--- src/rtl/pr_freeze_seq_pkg.sv ---
// Shared types for the PR freeze sequencer: state encoding visible through CSR readback.
package pr_freeze_seq_pkg;

   localparam int unsigned SEQ_STATE_W = 3;

   typedef enum logic [SEQ_STATE_W-1:0] {
      ST_IDLE     = 3'd0,
      ST_FREEZE   = 3'd1,
      ST_DRAIN    = 3'd2,
      ST_RESET    = 3'd3,
      ST_PR_WAIT  = 3'd4,
      ST_RELEASE  = 3'd5,
      ST_UNFREEZE = 3'd6
   } pr_seq_state_e;

endpackage

--- src/rtl/pr_freeze_sequencer.sv ---
// PR freeze sequencer: freeze bridges, drain, hold AFU in soft reset during load,
// then release reset and freeze in order.
// Optional feature macro: PR_DRAIN_TIMEOUT_EN (bounded DRAIN with sticky timeout flag).
module pr_freeze_sequencer
   import pr_freeze_seq_pkg::*;
#(
   parameter int unsigned NUM_IFC            = 3,
   parameter int unsigned FREEZE_SYNC_CYCLES = 8,
   parameter int unsigned DRAIN_TIMEOUT      = 65535,
   parameter int unsigned RST_HOLD_CYCLES    = 16
) (
   input  logic                   clk,
   input  logic                   reset,
   input  logic                   pr_start_req,
   output logic                   pr_start_ack,
   input  logic                   pr_done,
   input  logic                   pr_error,
   input  logic [NUM_IFC-1:0]     ifc_idle,
   output logic                   pr_freeze,
   output logic                   softreset,
   input  logic                   err_clr,
   output logic                   pr_err,
   output logic                   drain_timeout_err,
   output logic [SEQ_STATE_W-1:0] seq_state
);

   localparam int unsigned MAX_FD  = (FREEZE_SYNC_CYCLES > DRAIN_TIMEOUT) ? FREEZE_SYNC_CYCLES : DRAIN_TIMEOUT;
   localparam int unsigned MAX_CNT = (MAX_FD > RST_HOLD_CYCLES) ? MAX_FD : RST_HOLD_CYCLES;
   localparam int unsigned CNT_W   = $clog2(MAX_CNT + 1);

   // A state loaded with N-1 occupies exactly N cycles before its counter hits 0.
   localparam logic [CNT_W-1:0] FREEZE_LD = CNT_W'((FREEZE_SYNC_CYCLES == 0) ? 0 : FREEZE_SYNC_CYCLES - 1);
   localparam logic [CNT_W-1:0] RST_LD    = CNT_W'((RST_HOLD_CYCLES == 0) ? 0 : RST_HOLD_CYCLES - 1);
   // Release hold includes the cycle softreset drops, so freeze stays up a full
   // RST_HOLD_CYCLES after the AFU has left reset.
   localparam logic [CNT_W-1:0] REL_LD    = CNT_W'(RST_HOLD_CYCLES);
`ifdef PR_DRAIN_TIMEOUT_EN
   localparam logic [CNT_W-1:0] DRAIN_LD  = CNT_W'((DRAIN_TIMEOUT == 0) ? 0 : DRAIN_TIMEOUT - 1);
`endif

   pr_seq_state_e    state_q, state_d;
   logic [CNT_W-1:0] cnt_q, cnt_d;
   logic             req_q;
   logic             req_edge;
   logic             freeze_d, softreset_d, ack_d;
   logic             pr_err_set;
`ifdef PR_DRAIN_TIMEOUT_EN
   logic             dto_set;
`endif

   assign req_edge  = pr_start_req & ~req_q;
   assign seq_state = state_q;

   // Next-state, shared counter and next output values.
   always_comb begin
      state_d     = state_q;
      cnt_d       = (cnt_q != '0) ? cnt_q - CNT_W'(1) : cnt_q;
      pr_err_set  = 1'b0;
`ifdef PR_DRAIN_TIMEOUT_EN
      dto_set     = 1'b0;
`endif
      freeze_d    = 1'b0;
      softreset_d = 1'b0;
      ack_d       = 1'b0;

      unique case (state_q)
         ST_IDLE: begin
            if (req_edge) begin
               state_d = ST_FREEZE;
               cnt_d   = FREEZE_LD;
            end
         end
         ST_FREEZE: begin
            if (cnt_q == '0) begin
               state_d = ST_DRAIN;
`ifdef PR_DRAIN_TIMEOUT_EN
               cnt_d   = DRAIN_LD;
`else
               cnt_d   = '0;
`endif
            end
         end
         ST_DRAIN: begin
            if (&ifc_idle) begin
               state_d = ST_RESET;
               cnt_d   = RST_LD;
            end
`ifdef PR_DRAIN_TIMEOUT_EN
            else if (cnt_q == '0) begin
               state_d = ST_RESET;
               cnt_d   = RST_LD;
               dto_set = 1'b1;
            end
`endif
         end
         ST_RESET: begin
            if (cnt_q == '0) begin
               state_d = ST_PR_WAIT;
               cnt_d   = '0;
            end
         end
         ST_PR_WAIT: begin
            pr_err_set = pr_error;
            if (pr_done || pr_error) begin
               state_d = ST_RELEASE;
               cnt_d   = REL_LD;
            end
         end
         ST_RELEASE: begin
            if (cnt_q == '0) begin
               state_d = ST_UNFREEZE;
               cnt_d   = '0;
            end
         end
         ST_UNFREEZE: begin
            state_d = ST_IDLE;
            cnt_d   = '0;
         end
         default: begin
            state_d = ST_IDLE;
            cnt_d   = '0;
         end
      endcase

      unique case (state_d)
         ST_FREEZE, ST_DRAIN, ST_RELEASE: freeze_d = 1'b1;
         ST_RESET: begin
            freeze_d    = 1'b1;
            softreset_d = 1'b1;
         end
         ST_PR_WAIT: begin
            freeze_d    = 1'b1;
            softreset_d = 1'b1;
            ack_d       = 1'b1;
         end
         default: ;
      endcase
   end

   // State, counter, request edge history and registered outputs.
   always_ff @(posedge clk) begin
      if (reset) begin
         state_q      <= ST_IDLE;
         cnt_q        <= '0;
         req_q        <= pr_start_req;
         pr_freeze    <= 1'b0;
         softreset    <= 1'b0;
         pr_start_ack <= 1'b0;
      end else begin
         state_q      <= state_d;
         cnt_q        <= cnt_d;
         req_q        <= pr_start_req;
         pr_freeze    <= freeze_d;
         softreset    <= softreset_d;
         pr_start_ack <= ack_d;
      end
   end

   // Sticky error flags; a set wins over a same-cycle clear.
   always_ff @(posedge clk) begin
      if (reset) begin
         pr_err            <= 1'b0;
         drain_timeout_err <= 1'b0;
      end else begin
         pr_err            <= pr_err_set | (pr_err & ~err_clr);
`ifdef PR_DRAIN_TIMEOUT_EN
         drain_timeout_err <= dto_set | (drain_timeout_err & ~err_clr);
`else
         drain_timeout_err <= 1'b0;
`endif
      end
   end

endmodule

--- config.mk ---
export PLATFORM = sky130hd
export DESIGN_NAME = pr_freeze_sequencer
export DESIGN_NICKNAME = d
export VERILOG_FILES = /design/src/rtl/pr_freeze_seq_pkg.sv /design/src/rtl/pr_freeze_sequencer.sv
export SDC_FILE = /design/constraint.sdc
export NUM_CORES = 1
export LEC_CHECK = 0
export BUFFER_PORTS_ARGS = -buffer_cell sky130_fd_sc_hd__buf_2
export CORE_MARGIN = 4
export CORE_UTILIZATION = 42
export DETAILED_ROUTE_END_ITERATION = 12
export GPL_TIMING_DRIVEN = 0
export SYNTH_ARGS = -nofsm -noshare
export SYNTH_HDL_FRONTEND = slang
export SYNTH_SLANG_ARGS = --single-unit
--- constraint.sdc ---
create_clock -name clk -period 2.5 [get_ports clk]
set_input_delay 0.25 -clock clk [delete_from_list [all_inputs] [get_ports clk]]
set_output_delay 0.25 -clock clk [all_outputs]
set_load 0.005 [all_outputs]
==> metrics list <==
- Nets in the synthesized netlist: 162
* FP Rows: 19
- The Yosys step of the flow raised 0 warnings.
* Top area cells in the synthesized netlist: sky130_fd_sc_hd__dfxtp_1 (37%), sky130_fd_sc_hd__a211oi_1 (6.4%), sky130_fd_sc_hd__o21ai_0 (5.0%)
* Initial standard-cell utilization of the core: 45.4%
- Per-instance average area after synthesis: between 8 and 9 um^2
- Arrival time at the worst endpoint: roughly 2400 ps
- For the worst-skew pair, the clock arrives at the later sink with an insertion delay of 320 ps.
* Pins over their slew limit: 0
- Kind of cell adding the most delay to the critical path: simple AND/OR/NAND/NOR gates
* Vias per cell: 6.30
- Total iterations of the first detailed-routing run: 4
* Peak clock frequency supported by timing: 0.448 GHz
- Worst slew margin relative to its limit: 54.5%
- In the finished design, the share of the clock period the worst path needs comes to 89.3%.
- Of the total power, combinational logic draws 58.4%.
- GRT Resource Usage Total: 15.6%
* Diode count: 0
- Internal Power: 0.00127 W
- Max Cap Violations: 0
* Yosys top cell by area: sky130_fd_sc_hd__dfxtp_1
- The number of clock buffers added by TritonCTS is 3.
* Largest fanout on the critical path: 10
- Net switching is 44.7% of the power.
- Synthesized instance count: ~150
- Violation count after the first detailed-routing iteration: 61
- After synthesis, the netlist uses 42 different library cells.
- Area grow syn2layout: 14.0%
- The routed layout has between 1000 and 1500 vias.
* Net total in the final layout: around 180
- Maximum level of the CTS H-tree: 1
- The initial antenna violation count is 0.
* Residual overflow from global routing: 0
- Count of input and output buffers: 14
- The worst setup path is captured at a flop.
- Final estimated routing congestion in global placement: approximately 0.75
* Commonest non-fill, non-tap cells in the layout: sky130_fd_sc_hd__dfxtp_1 (24), sky130_fd_sc_hd__buf_2 (15), sky130_fd_sc_hd__o21ai_0 (13), sky130_fd_sc_hd__nor2_1 (11), sky130_fd_sc_hd__a211oi_1 (11)
- The die covers 4040 um^2.
* Final number of setup-violating endpoints: 0
- In this run the count of I/O pins placed on the die edge is 17.
- Setup repair after global routing left no endpoint under its margin.
- At the pin with the least slew margin, the transition time is 677 ps.
- Clk root buf: sky130_fd_sc_hd__clkbuf_4
* Placed wire-length estimate: 2140 um
- Remaining routing DRC violations: 0
- Walking the worst path, the cells encountered are nor4_1, and4_1, buf_2, inv_1, a221oi_2, clkbuf_4, a211oi_1.
- Setup total negative slack: 0 ps
- Buf+Inv Stages, Crit Path: 3
- Netlist area before placement: 1300 um^2
- After floorplanning, the core was sized to cover 2850 um^2.
- VDD sags by at most 0.000793 V.
- The longest clock path from root to sink contains 2 buffers.
- The final layout contains routed wiring with a total length of 2990 um.
- Of the cells placed in the final design, the portion with a size suffix greater than 1 is 21.9%.
- Final Util: 51.8%
* TritonCTS Sinks: 24
* Master of the slowest instance on the critical path: sky130_fd_sc_hd__nor4_1
* Power per cell area: 1550 nW/um^2
* Hold Violations, Final: 0
- For the worst setup path, the data required time is 2700 ps.
* Leak: 0.569 nW
* Slowest cell delay on critical path: 460 ps
- After clock tree synthesis, the clock-pin slew on the worst setup and hold paths is 140 ps.
* Min-Delay Path Class: in2reg
- Once detail routing completed, the nets flagged for antenna violations numbered 0.
* Die span in y: 63.6 um
* Sequential fraction of the synthesis area: 37.1%
- Seq pwr share: between 20% and 30%
* Routed wire length per instance: ~15 um
- In this run, the clock network consumes 12.4% of the power.
* Min Tclk post-route: 2230 ps
- In this run the horizontal extent of the chip is 63.6 um.
- Commonest non-fill, non-tap cell in the layout: sky130_fd_sc_hd__dfxtp_1
- Startpoint Class: flop
- Flip-flop and latch count after synthesis: 24
- Of all flip-flops after synthesis, the portion carrying an async set or reset was 0%.
- For this design the total switching power over the nets is 0.00103 W.
* Vias in the first global route: 1118
- The worst setup path is of the reg2reg kind.
* Post-synth top flop: sky130_fd_sc_hd__dfxtp_1
- Entering global routing, the biggest net connects 15 pins.
- Clock tree from TritonCTS: yes
- Worst clock skew: 9.92 ps
- The first global-routing pass estimated 5180 um of wire.
- In this run, synthesis inferred 0 flip-flops with an integrated enable.
- The share of synthesized area in the top cell type comes to a little under two fifths.
- The flow ran to the end, and the final reports show no timing, DRC or antenna violations.
- Counting the fill cells in the layout gives 276.
==> timing repair <==
item | in CTS | in global routing
gates resized for setup | 0 | 4
hold buffers | 0 | 0
setup endpoints to repair | 0 | 10
buffers inserted | 0 | 0
==> cells by family after synthesis <==
logic type	count (synthesis)	synth area share, %
AND/OR/NAND/NOR	58	28.1
AO/OA/AOI/OAI	53	27.8
flip-flops	24	37.1
buffers and inverters	13	4.83
adder cells (fa/ha/maj)	2	1.93
other	1	0.289
==> per-stage QoR <==
step	total power [W]	hold WS, ps	worst slack (ps)	std cells	area (um^2)
after floorplan	0.00168	278	433	151	1300
after global placement	0.00192	376	122	196	1410
after detailed placement	0.00197	382	93.1	196	1410
after CTS	0.00226	47.1	63.9	200	1460
after global routing	0.00253	46.4	23.5	200	1480
final	0.00229	51.1	268	200	1480
==> final timing paths <==
| kind | from | to | slack, ps | cells past startpoint |
|---|---|---|---|---|
| worst max-delay path | cnt_q[4] | cnt_q[10] | 270 | 7 |
| worst min-delay path | pr_start_req | req_q | 50 | 1 |
| worst max register to register | cnt_q[4] | cnt_q[10] | 270 | 7 |
| worst min register to register | cnt_q[15] | cnt_q[15] | 530 | 2 |
==> final cells by class <==
| type | count | area (um^2) | area share (%) |
|---|---|---|---|
| multi-input cells | 114 | 771 | 52.2 |
| flip-flops and latches | 24 | 480 | 32.5 |
| repair buffers | 14 | 70.1 | 4.74 |
| plain buffers | 8 | 46.3 | 3.13 |
| well taps | 31 | 38.8 | 2.62 |
| clock inverters | 1 | 30.0 | 2.03 |
| clock buffers | 3 | 22.5 | 1.52 |
| inverters | 5 | 18.8 | 1.27 |
==> cell usage after synthesis (2+ instances only) <==
cell / instances
sky130_fd_sc_hd__dfxtp_1: 24
sky130_fd_sc_hd__o21ai_0: 13
sky130_fd_sc_hd__a211oi_1: 11
sky130_fd_sc_hd__nor2_1: 11
sky130_fd_sc_hd__a21oi_1: 8
sky130_fd_sc_hd__or4_1: 7
sky130_fd_sc_hd__nand2_1: 6
sky130_fd_sc_hd__nor4_1: 6
sky130_fd_sc_hd__o31ai_1: 6
sky130_fd_sc_hd__inv_1: 5
sky130_fd_sc_hd__nand2b_1: 5
sky130_fd_sc_hd__a221oi_1: 4
sky130_fd_sc_hd__clkbuf_1: 3
sky130_fd_sc_hd__nor3b_1: 3
sky130_fd_sc_hd__or3_1: 3
sky130_fd_sc_hd__a21o_1: 2
sky130_fd_sc_hd__and4_1: 2
sky130_fd_sc_hd__buf_2: 2
sky130_fd_sc_hd__ha_1: 2
sky130_fd_sc_hd__nor2b_1: 2
sky130_fd_sc_hd__o41ai_1: 2
sky130_fd_sc_hd__or3_2: 2
sky130_fd_sc_hd__or4_2: 2
sky130_fd_sc_hd__or4_4: 2
==> state kept, by name (all words and copies together) (netlist names) <==
register      cells
pr_freeze         1
pr_err            1
cnt_q            16
seq_state         3
softreset         1
req_q             1
pr_start_ack      1
==> power by group through the flow <==
stage | clock network [W] | registers, W | logic [W]
after floorplan | 0 | 0.000633 | 0.00105
after CTS | 0.000292 | 0.000659 | 0.00131
after detailed placement | 0 | 0.000667 | 0.00131
final | 0.000285 | 0.000670 | 0.00134
after global placement | 0 | 0.000659 | 0.00126
after global routing | 0.000310 | 0.000697 | 0.00152
==> layer usage <==
metal | part of all wire, % | wire [um] | up-vias | GRT usage, %
met5 | 0 | 0 | - | 0
met4 | 0.60 | 18 | 0 | 3.23
met3 | 4.2 | 127 | 2 | 4.26
met2 | 46 | 1370 | 26 | 23.1
met1 | 49 | 1480 | 602 | 22.5
li1 | - | - | 630 | -
No activity file was read; power rests on OpenSTA's default activity.
